[src/rtl/rf_wb_arbiter.sv]
// Register-file write-port arbiter between pipeline writeback and a long-latency unit.
// It tracks outstanding long-latency destinations and bounds long-latency starvation.
module rf_wb_arbiter #(
  parameter int DATA_W   = 32,
  parameter int MAX_WAIT = 4
) (
  input  logic              clk_i,
  input  logic              rst_i,
  input  logic              wb_valid_i,
  input  logic [4:0]        wb_rd_i,
  input  logic [DATA_W-1:0] wb_data_i,
  output logic              wb_stall_o,
  input  logic              lu_issue_i,
  input  logic [4:0]        lu_issue_rd_i,
  input  logic              lu_valid_i,
  input  logic [4:0]        lu_rd_i,
  input  logic [DATA_W-1:0] lu_data_i,
  output logic              lu_ready_o,
  input  logic [4:0]        id_rs1_i,
  input  logic [4:0]        id_rs2_i,
  input  logic [4:0]        id_rd_i,
  input  logic              id_rd_we_i,
  output logic              hazard_o,
  output logic              rf_we_o,
  output logic [4:0]        rf_rd_o,
  output logic [DATA_W-1:0] rf_data_o,
  output logic [31:0]       busy_o
);

  localparam int CNT_W = $clog2(MAX_WAIT + 1);
  localparam logic [CNT_W:0] MAX_CNT = (CNT_W + 1)'(MAX_WAIT);

  localparam logic [1:0] ST_IDLE  = 2'd0;
  localparam logic [1:0] ST_WAIT  = 2'd1;
  localparam logic [1:0] ST_FORCE = 2'd2;

  logic [1:0]       state_q, state_d;
  logic [CNT_W-1:0] cnt_q, cnt_d;
  logic [CNT_W:0]   cnt_inc;
  logic [31:0]      busy_q, busy_d, busy_masked;
  logic             force_lu, wb_grant, lu_grant;

  // NOTE: every signal gets a default at the top of always_comb so no path leaves it unassigned (no latch).
  always_comb begin
    force_lu = (state_q == ST_FORCE);
    wb_grant = wb_valid_i & ~force_lu;
    lu_grant = lu_valid_i & (force_lu | ~wb_valid_i);
    cnt_inc  = {1'b0, cnt_q} + (CNT_W + 1)'(1);
    state_d  = ST_IDLE;
    cnt_d    = '0;

    case (state_q)
      ST_IDLE, ST_WAIT: begin
        // A refused LU cycle counts toward the starvation bound; anything else restarts it.
        if (lu_valid_i && !lu_grant) begin
          cnt_d   = cnt_inc[CNT_W-1:0];
          state_d = (cnt_inc >= MAX_CNT) ? ST_FORCE : ST_WAIT;
        end
      end
      default: ;
    endcase

    busy_d = busy_q;
    if (lu_grant) busy_d[lu_rd_i] = 1'b0;
    if (lu_issue_i) busy_d[lu_issue_rd_i] = 1'b1;
    busy_d[0] = 1'b0;

    // The register file forwards same-cycle write data, so a retiring LU write is not a hazard.
    busy_masked = busy_q;
    if (lu_grant) busy_masked[lu_rd_i] = 1'b0;
  end

  always_comb begin
    wb_stall_o = 1'b0;
    lu_ready_o = 1'b0;
    hazard_o   = 1'b0;
    rf_we_o    = 1'b0;
    rf_rd_o    = '0;
    rf_data_o  = '0;
    busy_o     = '0;
    if (!rst_i) begin
      wb_stall_o = force_lu;
      lu_ready_o = lu_grant;
      hazard_o   = busy_masked[id_rs1_i] | busy_masked[id_rs2_i]
                 | (id_rd_we_i & busy_masked[id_rd_i]);
      if (wb_grant) begin
        rf_rd_o   = wb_rd_i;
        rf_data_o = wb_data_i;
      end else if (lu_grant) begin
        rf_rd_o   = lu_rd_i;
        rf_data_o = lu_data_i;
      end
      rf_we_o = (wb_grant | lu_grant) & (rf_rd_o != 5'd0);
      busy_o  = busy_q;
    end
  end

  // NOTE: sequential state uses non-blocking assignments so all registers update together at the edge.
  always_ff @(posedge clk_i) begin
    if (rst_i) begin
      state_q <= ST_IDLE;
      cnt_q   <= '0;
      busy_q  <= '0;
    end else begin
      state_q <= state_d;
      cnt_q   <= cnt_d;
      busy_q  <= busy_d;
    end
  end

endmodule
[config.mk]
export PLATFORM = sky130hd
export DESIGN_NAME = rf_wb_arbiter
export DESIGN_NICKNAME = d
export VERILOG_FILES = /design/src/rtl/rf_wb_arbiter.sv
export SDC_FILE = /design/constraint.sdc
export NUM_CORES = 1
export LEC_CHECK = 0
export BUFFER_PORTS_ARGS = -buffer_cell sky130_fd_sc_hd__clkbuf_2
export CAP_MARGIN = 20
export CORE_UTILIZATION = 45
export CTS_CLUSTER_DIAMETER = 30
export DETAILED_ROUTE_END_ITERATION = 16
export GPL_TIMING_DRIVEN = 0
export PLACE_DENSITY = 0.82
export SLEW_MARGIN = 20
export SYNTH_ARGS = -nofsm -noshare
export SYNTH_HDL_FRONTEND = slang
export SYNTH_SLANG_ARGS = --single-unit
export TNS_END_PERCENT = 100
[constraint.sdc]
create_clock -name clk_i -period 2.6 [get_ports clk_i]
set_input_delay 0.13 -clock clk_i [delete_from_list [all_inputs] [get_ports clk_i]]
set_output_delay 0.13 -clock clk_i [all_outputs]
set_load 0.05 [all_outputs]
==> flow_summary.yaml, run 1 <==
run_status:
  outcome: "finished with violations"
  violated_checks: "negative setup slack"
cells_and_area:
  area_growth_pct: 39.3
  mostFrequentLayoutCells: "sky130_fd_sc_hd__clkbuf_2 (161), sky130_fd_sc_hd__nand2_1 (51), sky130_fd_sc_hd__a21oi_1 (42)"
  drive_gt1_frac: 0.372
  nets: 693
  stdcell_area_sq_um: 4360
  finish.cell_count_without_fillers: 672
  antennaDiodeCount: 0
  mostFrequentLayoutCell: "sky130_fd_sc_hd__clkbuf_2"
min_path:
  hold_path_class: "in -> reg"
  hold_path.startpoint: "lu_valid_i"
global_route:
  grt_use_total: 0.346
  grt_pass1_wl_um: 19800
  first_global_vias: 3826
  number_of_antenna_violations_at_the_first_check_in_global_routing: 0
  grt_overflow: 0
  pin_count_of_the_biggest_net_entering_global_routing: 11
synth:
  seq_total_area_yosys: 0.230
  synth_cells: 415
  synth.distinct_cells: 53
  synth_top_flop_cell: "sky130_fd_sc_hd__dfxtp_1"
  warning_count_from_the_yosys_run: 0
  post_synth.cell_area_avg_sq_um: 7.54
  synth_fp_nets: 516
  synth_edf_count: 0
  async_flop_share: 0
  ys_ff_latch: 36
  post_synthesis_cell_area_sq_um: 3130
sta:
  rsz0062_at_grt: "true"
  worst-slew-pin-transition_ps: 947
  final.setup.worst_slack_ps: -379
  timing.fmax_mhz: 336
  hold_violations: 0
  setup_violations: 1
  clock-skew-final_ps: 9.94
  share_of_the_clock_period_used_by_the_worst_path: 1.15
  timing.slew.headroom: 0.367
  min_period_ps: 2980
  timing_max_transition_violations_final: 0
cts:
  cts_tree: "yes"
  clkLatencyLatePin_ps: 290
  h-tree-depth: 2
  cts_num_sinks: 36
  clkTransAtPathRegs_ps: 60
  clock_buffer_count_from_cts: 5
  clock_path_buffers: 2
  cts_hold_buffers: 0
  root_buffer: "sky130_fd_sc_hd__clkbuf_8"
worst_setup_path:
  setup.reg_to_reg.worst_slack_ps: 790
  crit_fanout: 8
  setup.worst_path.start_class: "register"
  worstSetupEndpointType: "output pin"
  crit-reg2reg-launch: "state_q[0]"
  worstPathRequired_ps: 2470
  critical_path.startpoint: "state_q[0]"
  path_class: "reg -> out"
  cp_data_arrival_time_ps: 2850
routing:
  routed-via-count: 4288
  detailedRoute.firstPassIterationCount: 5
  drt-total-wl_um: 13000
  via_per_instance_ratio: 6.38
  drc: 0
  wire_per_inst_um: 19.4
  drt-initial-drc-count: 458
  antenna_left: 0
floorplan:
  die_width_um: 85.4
  dieArea_sq_um: 7290
  floorplan.rows: 30
  floorplan.initialDensity: 0.463
  die_y_um: 85.4
  core_area_sq_um: 6760
  top_level_ports: 173
job:
  timing.max_cap.violations: 0
power_and_ir_drop:
  pwr_density_cell_nw_per_um2: 357
  leakage_nw: 1.89
  peakVddDrop_mv: 0.323
placed_design:
  place_inst: 657
  io_buffer_count: 162
  place_area_sq_um: 4050
  post-dp-hpwl_um: 9700
  finalWeightedCongestion: 0.973
-- cell families (layout without fill, tap and decap cells) --
logic type                 count (synthesis)  in the layout  synth area share
adders and majority gates                  1              1           0.00400
other                                      1              1           0.00120
AOI/OAI and AO/OA                        150            151             0.323
buffers and inverters                     43            219            0.0627
muxes                                     22             22             0.109
xor gates and xnor gates                   1              1           0.00280
DFF                                       36             36             0.230
and+or+nand+nor                          161            161             0.267
-- what timing repair did --
| action | CTS | global route |
|---|---|---|
| gates resized for setup | 53 | 6 |
| endpoints found under the setup margin | 31 | 30 |
| pin swaps | 9 | 0 |
| cloned | 1 | 0 |
| setup buffers | 7 | 0 |
| endpoints found under the hold margin | 0 | 0 |
-- power by group --
part / total (mW) / internal (mW) / switching, mW / leakage (nW)
registers: 0.564 / 0.559 / 0.00557 / 0.291
clock network: 0.432 / 0.236 / 0.196 / 0.0503
logic: 0.561 / 0.183 / 0.378 / 1.55
total: 1.56 / 0.978 / 0.579 / 1.89
-- metal layers --
metal | vias to the layer above | wire length, um | track usage
met5 | - | 0 | 0
met4 | 0 | 449 | 0.129
met3 | 63 | 1760 | 0.0623
met2 | 354 | 5780 | 0.535
met1 | 1965 | 5020 | 0.480
li1 | 1906 | - | -
-- sequential cells by signal, summed over array words and instances (netlist names) --
signal / flops
state_q: 2
cnt_q: 3
busy_q: 31
-- area by class of cell --
type,count,area (sq um)
timing repair buffer,169,881
multi-input combinational,337,2360
clock buffer,7,96.3
buffer,34,165
tap,80,100
fill,602,2400
sequential,36,722
inverter,9,33.8
-- stage by stage --
step | TNS (ps) | power [mW] | utilization | hold WS [ps] | setup slack (ps)
finish | -379 | 1.56 | 0.645 | 255 | -379
global route | -474 | 1.61 | 0.645 | 307 | -432
floorplan | 0 | 0.926 | - | 331 | 49.3
detailed placement | -530 | 1.10 | 0.599 | 439 | -530
CTS | -330 | 1.54 | 0.642 | 264 | -330
global placement | -429 | 1.09 | 0.599 | 430 | -429
-- critical path, cell delays in order, from the launching register on --
cell	delay [ps]
sky130_fd_sc_hd__dfxtp_1	300
sky130_fd_sc_hd__nand2b_4	170
sky130_fd_sc_hd__a2111o_2	590
sky130_fd_sc_hd__o21ai_4	220
sky130_fd_sc_hd__mux2i_1	100
sky130_fd_sc_hd__mux4_2	470
sky130_fd_sc_hd__and3b_1	190
sky130_fd_sc_hd__o41ai_2	230
sky130_fd_sc_hd__nand3_2	120
sky130_fd_sc_hd__buf_8	170
-- path summary, 6_finish.rpt --
check                           depth (start not counted)    endpoint
worst max-delay path                                    9    hazard_o
worst min-delay path                                    3    cnt_q[1]
worst max register to register                          6  busy_q[28]
worst min register to register                          1    cnt_q[0]
-- synthesized netlist by cell type (2+ instances only) --
cell | instances | area (sq um)
sky130_fd_sc_hd__o211ai_1 | 9 | 67.6
sky130_fd_sc_hd__nor2_1 | 23 | 86.3
sky130_fd_sc_hd__nor3b_1 | 6 | 45.0
sky130_fd_sc_hd__nand4b_1 | 2 | 17.5
sky130_fd_sc_hd__and3b_1 | 3 | 26.3
sky130_fd_sc_hd__o311ai_0 | 3 | 26.3
sky130_fd_sc_hd__mux4_1 | 2 | 52.6
sky130_fd_sc_hd__a22oi_1 | 6 | 45.0
sky130_fd_sc_hd__a211o_2 | 2 | 20.0
sky130_fd_sc_hd__mux4_2 | 7 | 158
sky130_fd_sc_hd__a2111o_1 | 2 | 22.5
sky130_fd_sc_hd__a31oi_1 | 4 | 25.0
sky130_fd_sc_hd__clkbuf_1 | 25 | 93.8
sky130_fd_sc_hd__inv_1 | 9 | 33.8
sky130_fd_sc_hd__mux2i_1 | 12 | 120
sky130_fd_sc_hd__o31ai_1 | 2 | 15.0
sky130_fd_sc_hd__o21ai_1 | 4 | 20.0
sky130_fd_sc_hd__a221oi_1 | 2 | 17.5
sky130_fd_sc_hd__nor3_1 | 8 | 40.0
sky130_fd_sc_hd__dfxtp_1 | 36 | 721
sky130_fd_sc_hd__o21ai_0 | 29 | 145
sky130_fd_sc_hd__buf_4 | 4 | 30.0
sky130_fd_sc_hd__buf_1 | 2 | 7.51
sky130_fd_sc_hd__a22o_1 | 32 | 280
sky130_fd_sc_hd__a21oi_1 | 42 | 210
sky130_fd_sc_hd__a21boi_0 | 2 | 15.0
sky130_fd_sc_hd__and3_1 | 4 | 25.0
sky130_fd_sc_hd__nand4_1 | 3 | 18.8
sky130_fd_sc_hd__o2111ai_1 | 2 | 17.5
sky130_fd_sc_hd__nand3_1 | 14 | 70.1
sky130_fd_sc_hd__o21ai_2 | 2 | 17.5
sky130_fd_sc_hd__nand2_1 | 51 | 191
sky130_fd_sc_hd__nand3b_1 | 6 | 45.0
sky130_fd_sc_hd__nor2b_1 | 36 | 225
Power figures use the tool's default switching activity.
==> run 2, diff against run 1 <==
--- a/config.mk
+++ b/config.mk
@@ -7,11 +7,11 @@
 export LEC_CHECK = 0
 export BUFFER_PORTS_ARGS = -buffer_cell sky130_fd_sc_hd__clkbuf_2
 export CAP_MARGIN = 20
-export CORE_UTILIZATION = 45
+export CORE_UTILIZATION = 41
 export CTS_CLUSTER_DIAMETER = 30
 export DETAILED_ROUTE_END_ITERATION = 16
 export GPL_TIMING_DRIVEN = 0
-export PLACE_DENSITY = 0.82
+export PLACE_DENSITY = 0.79
 export SLEW_MARGIN = 20
 export SYNTH_ARGS = -nofsm -noshare
 export SYNTH_HDL_FRONTEND = slang
==> constraint.sdc (replaced) <==
create_clock -name clk_i -period 2.5 [get_ports clk_i]
set_input_delay 0.125 -clock clk_i [delete_from_list [all_inputs] [get_ports clk_i]]
set_output_delay 0.125 -clock clk_i [all_outputs]
set_load 0.05 [all_outputs]
==> flow_summary.yaml, run 2 (synthesis gave the netlist of run 1 again) <==
global_route:
  global_route.usage.met1: 0.421
  pin_count_of_the_biggest_net_entering_global_routing: 11
  number_of_antenna_violations_at_the_first_check_in_global_routing: 0
  grt.met3_usage: 0.0665
  first_global_vias: 3466
  met2_usage: 0.450
  grt_overflow: 0
  grt_pass1_wl_um: 18100
  grt_use_total: 0.302
  top_usage_layer: "met2"
floorplan:
  core_area_sq_um: 7330
  die_y_um: 89.4
  die_width_um: 89.4
  floorplan.rows: 31
  top_level_ports: 173
  dieArea_sq_um: 7990
  floorplan.initialDensity: 0.427
cts:
  cts_tree: "yes"
  clock_path_buffers: 2
  clock_buffer_count_from_cts: 5
  clkLatencyLatePin_ps: 290
  clkTransAtPathRegs_ps: 70
  cts_num_sinks: 36
  h-tree-depth: 2
  root_buffer: "sky130_fd_sc_hd__clkbuf_8"
sta:
  share_of_the_clock_period_used_by_the_worst_path: 1.19
  min_period_ps: 2970
  hold_violations: 0
  timing.slew.headroom: 0.329
  setup_total_negative_slack_ps: -471
  timing_max_transition_violations_final: 0
  setup_violations: 1
  timing.fmax_mhz: 337
  rsz0062_at_grt: "true"
  final.setup.worst_slack_ps: -471
  worst-slew-pin-transition_ps: 1000
  finalHoldWorstSlack_ps: 263
  clock-skew-final_ps: 4.36
run_status:
  outcome: "finished with violations"
  violated_checks: "negative setup slack"
job:
  timing.max_cap.violations: 0
placed_design:
  finalWeightedCongestion: 0.968
  io_buffer_count: 162
  post-dp-hpwl_um: 9670
worst_setup_path:
  setup.worst_path.start_class: "register"
  crit-reg2reg-launch: "state_q[0]"
  worstSetupEndpoint: "hazard_o"
  worstPathRequired_ps: 2380
  critical_path.startpoint: "state_q[0]"
  cp_data_arrival_time_ps: 2850
  regToRegEndpoint: "busy_q[24]"
  worstSetupEndpointType: "output pin"
  crit_fanout: 10
  setup.reg_to_reg.worst_slack_ps: 760
  worst_r2r_path_depth: 5
  path_class: "reg -> out"
routing:
  drc: 0
  routed-via-count: 4171
  antenna_left: 0
  detailedRoute.firstPassIterationCount: 5
  via_per_instance_ratio: 6.05
  drt-total-wl_um: 12700
  wire_per_inst_um: 18.5
  drt-initial-drc-count: 401
power_and_ir_drop:
  fin_total_pwr_mw: 1.59
  pwr_density_cell_nw_per_um2: 368
  peakVddDrop_mv: 0.261
  leakage_nw: 1.88
cells_and_area:
  area_growth_pct: 38.4
  largest_registers_ranked_by_flip_flop_count: "busy_q (31), cnt_q (3), state_q (2)"
  mostFrequentLayoutCells: "sky130_fd_sc_hd__clkbuf_2 (164), sky130_fd_sc_hd__nand2_1 (51), sky130_fd_sc_hd__a21oi_1 (42)"
  drive_gt1_frac: 0.369
  mostFrequentLayoutCell: "sky130_fd_sc_hd__clkbuf_2"
  largest_reg_by_ff_count: "busy_q"
  antennaDiodeCount: 0
  nets: 690
  largest_register_ff_count: 31
min_path:
  hold_path_class: "in -> reg"
[run 2: cell types whose count changed in the layout (fill, tap and decap cells not counted), sizes merged]
cell    before  now
buf         18   14
clkbuf     192  194
[run 2: layer usage]
metal  routed length [um]  share of wire
met1                 5110           0.40
met2                 5740           0.45
met3                 1460           0.11
met4                  408          0.032
met5                    0              0
[run 2: metrics by stage]
| step | utilization | cells | setup slack, ps | cell area [sq um] |
|---|---|---|---|---|
| after global placement | 0.556 | 676 | -582 | 4080 |
| after detailed placement | 0.556 | 676 | -626 | 4080 |
| after floorplan | - | 415 | 11.2 | 3140 |
| after CTS | 0.584 | 689 | -509 | 4280 |
| after global routing | 0.591 | 689 | -523 | 4330 |
| final | 0.591 | 689 | -471 | 4330 |
[run 2: worst min path at each step]
stage | from | endpoint | slack, ps | depth (start not counted)
final | lu_valid_i | cnt_q[1] | 260 | 3
after global routing | lu_issue_rd_i[2] | busy_q[2] | 290 | 4
after CTS | lu_issue_rd_i[3] | busy_q[1] | 270 | 4
after detailed placement | cnt_q[0] | cnt_q[0] | 440 | 1
after global placement | cnt_q[0] | cnt_q[0] | 430 | 1
after floorplan | lu_issue_rd_i[4] | busy_q[1] | 330 | 3
[run 2: final cells by class]
cell class / count / area (sq um)
Timing Repair Buffer: 166 / 851
Clock buffer: 8 / 90.1
Tap cell: 99 / 124
Sequential cell: 36 / 722
Inverter: 9 / 33.8
Buffer: 34 / 169
Fill cell: 698 / 3000
Multi-Input combinational cell: 337 / 2340
[run 2: worst max-delay path: stages, from the launching register on]
cell,delay (ps)
sky130_fd_sc_hd__dfxtp_1,300
sky130_fd_sc_hd__nand2b_4,170
sky130_fd_sc_hd__a211o_2,360
sky130_fd_sc_hd__buf_6,150
sky130_fd_sc_hd__o21ai_1,250
sky130_fd_sc_hd__mux2i_1,120
sky130_fd_sc_hd__mux4_2,490
sky130_fd_sc_hd__and3b_1,190
sky130_fd_sc_hd__o41ai_2,230
sky130_fd_sc_hd__nand3_2,120
sky130_fd_sc_hd__buf_8,170
[run 2: what timing repair did]
item / 4_1_cts / 5_1_grt
pin swaps: 6 / 4
endpoints found under the setup margin: 30 / 30
buffers inserted: 4 / 0
gates cloned: 1 / 0
endpoints found under the hold margin: 0 / 0
hold buffers: 0 / 0
resized for setup: 39 / 20
[run 2: power by group]
| group | internal [mW] | total, mW | switching (mW) | leakage [nW] |
|---|---|---|---|---|
| logic | 0.188 | 0.575 | 0.387 | 1.54 |
| registers | 0.581 | 0.587 | 0.00550 | 0.291 |
| clock network | 0.225 | 0.432 | 0.207 | 0.0455 |
| total | 0.994 | 1.59 | 0.599 | 1.88 |
==> run 3, diff against run 2 <==
--- a/config.mk
+++ b/config.mk
@@ -7,11 +7,13 @@
 export LEC_CHECK = 0
 export BUFFER_PORTS_ARGS = -buffer_cell sky130_fd_sc_hd__clkbuf_2
 export CAP_MARGIN = 20
+export CORE_MARGIN = 4
 export CORE_UTILIZATION = 41
 export CTS_CLUSTER_DIAMETER = 30
 export DETAILED_ROUTE_END_ITERATION = 16
 export GPL_TIMING_DRIVEN = 0
 export PLACE_DENSITY = 0.79
+export RECOVER_POWER = 25
 export SLEW_MARGIN = 20
 export SYNTH_ARGS = -nofsm -noshare
 export SYNTH_HDL_FRONTEND = slang
==> flow_summary.yaml, run 3 (synthesis gave the netlist of run 1 again) <==
sta:
  timing.fmax_mhz: 331
  share_of_the_clock_period_used_by_the_worst_path: 1.21
  finalHoldWorstSlack_ps: 262
  setup_total_negative_slack_ps: -525
  final.setup.worst_slack_ps: -525
  worst-slew-pin-transition_ps: 1070
  setup_violations: 1
  timing.slew.headroom: 0.286
  rsz0062_at_grt: "true"
  hold_violations: 0
  clock-skew-final_ps: 3.32
  timing_max_transition_violations_final: 0
  min_period_ps: 3020
run_status:
  outcome: "finished with violations"
  violated_checks: "negative setup slack"
power_and_ir_drop:
  leakage_nw: 1.83
  pwr_density_cell_nw_per_um2: 369
  fin_total_pwr_mw: 1.61
  peakVddDrop_mv: 0.320
worst_setup_path:
  setup.worst_path.start_class: "register"
  path_class: "reg -> out"
  cp_data_arrival_time_ps: 2900
  worstPathRequired_ps: 2380
  crit_fanout: 7
  worstSetupEndpointType: "output pin"
  worst_r2r_path_depth: 5
floorplan:
  floorplan.rows: 31
  dieArea_sq_um: 9100
  die_width_um: 95.4
  floorplan.initialDensity: 0.427
  core_area_sq_um: 7330
  top_level_ports: 173
  die_y_um: 95.4
min_path:
  holdPathStages: 3
  hold_path_class: "in -> reg"
cells_and_area:
  finish.cell_count_without_fillers: 692
  antennaDiodeCount: 0
  nets: 694
  largest_register_ff_count: 31
  largest_reg_by_ff_count: "busy_q"
  drive_gt1_frac: 0.349
  mostFrequentLayoutCell: "sky130_fd_sc_hd__clkbuf_2"
  mostFrequentLayoutCells: "sky130_fd_sc_hd__clkbuf_2 (139), sky130_fd_sc_hd__nand2_1 (51), sky130_fd_sc_hd__clkbuf_1 (42), sky130_fd_sc_hd__a21oi_1 (42), sky130_fd_sc_hd__nor2b_1 (36)"
  final_core_util: 0.596
  area_growth_pct: 39.6
  largest_registers_ranked_by_flip_flop_count: "busy_q (31), cnt_q (3), state_q (2)"
routing:
  via_per_instance_ratio: 6.13
  routed-via-count: 4239
  wire_per_inst_um: 19.7
  detailedRoute.firstPassIterationCount: 7
  drt-initial-drc-count: 569
  drc: 0
  drt-total-wl_um: 13600
  antenna_left: 0
global_route:
  first_global_vias: 3925
  grt_use_total: 0.277
  grt_pass1_wl_um: 19700
  number_of_antenna_violations_at_the_first_check_in_global_routing: 0
  grt_overflow: 0
  pin_count_of_the_biggest_net_entering_global_routing: 11
cts:
  cts_num_sinks: 36
  root_buffer: "sky130_fd_sc_hd__clkbuf_8"
  clock_buffer_count_from_cts: 5
  cts_tree: "yes"
  cts_hold_buffers: 0
  clkLatencyLatePin_ps: 290
  clkTransAtPathRegs_ps: 70
  h-tree-depth: 2
  clock_path_buffers: 2
placed_design:
  place_inst: 676
  io_buffer_count: 162
  post-dp-hpwl_um: 10200
  finalWeightedCongestion: 0.963
job:
  timing.max_cap.violations: 0
run 3: timing repair:
| item | in CTS | in global routing |
|---|---|---|
| pin swaps | 8 | 4 |
| resized for setup | 45 | 22 |
| buffers inserted | 7 | 1 |
| gates cloned | 1 | 0 |
| endpoints found under the setup margin | 30 | 30 |
run 3: final timing paths:
kind	start	slack, ps	end
hold / removal	lu_valid_i	260	cnt_q[1]
setup reg to reg	state_q[0]	790	busy_q[5]
hold reg to reg	cnt_q[0]	470	cnt_q[0]
setup / recovery	state_q[0]	-520	hazard_o
run 3: per-stage QoR:
step | cell area, sq um | worst slack (ps)
6_report | 4370 | -525
5_1_grt | 4370 | -562
4_1_cts | 4320 | -528
3_5_place_dp | 4080 | -573
3_3_place_gp | 4080 | -438
2_1_floorplan | 3140 | 11.2
run 3: report_power, final:
part / leakage (nW) / internal (mW) / switching, mW
clock network: 0.0503 / 0.245 / 0.196
registers: 0.291 / 0.581 / 0.00568
logic: 1.49 / 0.190 / 0.396
run 3: cell type report:
cell class              instances  area [sq um]
plain buffers                  34           174
clock buffers                   7          96.3
fillers                       685          2960
inverters                       9          33.8
multi-input cells             337          2360
flip-flops and latches         36           722
well taps                      99           124
repair buffers                170           856
run 3: worst max-delay path, stage by stage (launching register included):
cell                       delay, ps
sky130_fd_sc_hd__dfxtp_1         300
sky130_fd_sc_hd__nand2b_4        170
sky130_fd_sc_hd__a2111o_2        570
sky130_fd_sc_hd__o21ai_4         210
sky130_fd_sc_hd__mux2i_1         100
sky130_fd_sc_hd__mux4_2          480
sky130_fd_sc_hd__and3b_1         220
sky130_fd_sc_hd__o41ai_2         240
sky130_fd_sc_hd__nand3_2         140
sky130_fd_sc_hd__buf_8           170
run 3: metal layers:
| layer | global-route usage | share of wire | vias up | routed length, um |
|---|---|---|---|---|
| met5 | 0 | 0 | - | 0 |
| met4 | 0.0995 | 0.037 | 0 | 506 |
| met3 | 0.0789 | 0.12 | 66 | 1610 |
| met2 | 0.437 | 0.47 | 310 | 6360 |
| met1 | 0.360 | 0.38 | 1956 | 5160 |
| li1 | - | - | 1907 | - |
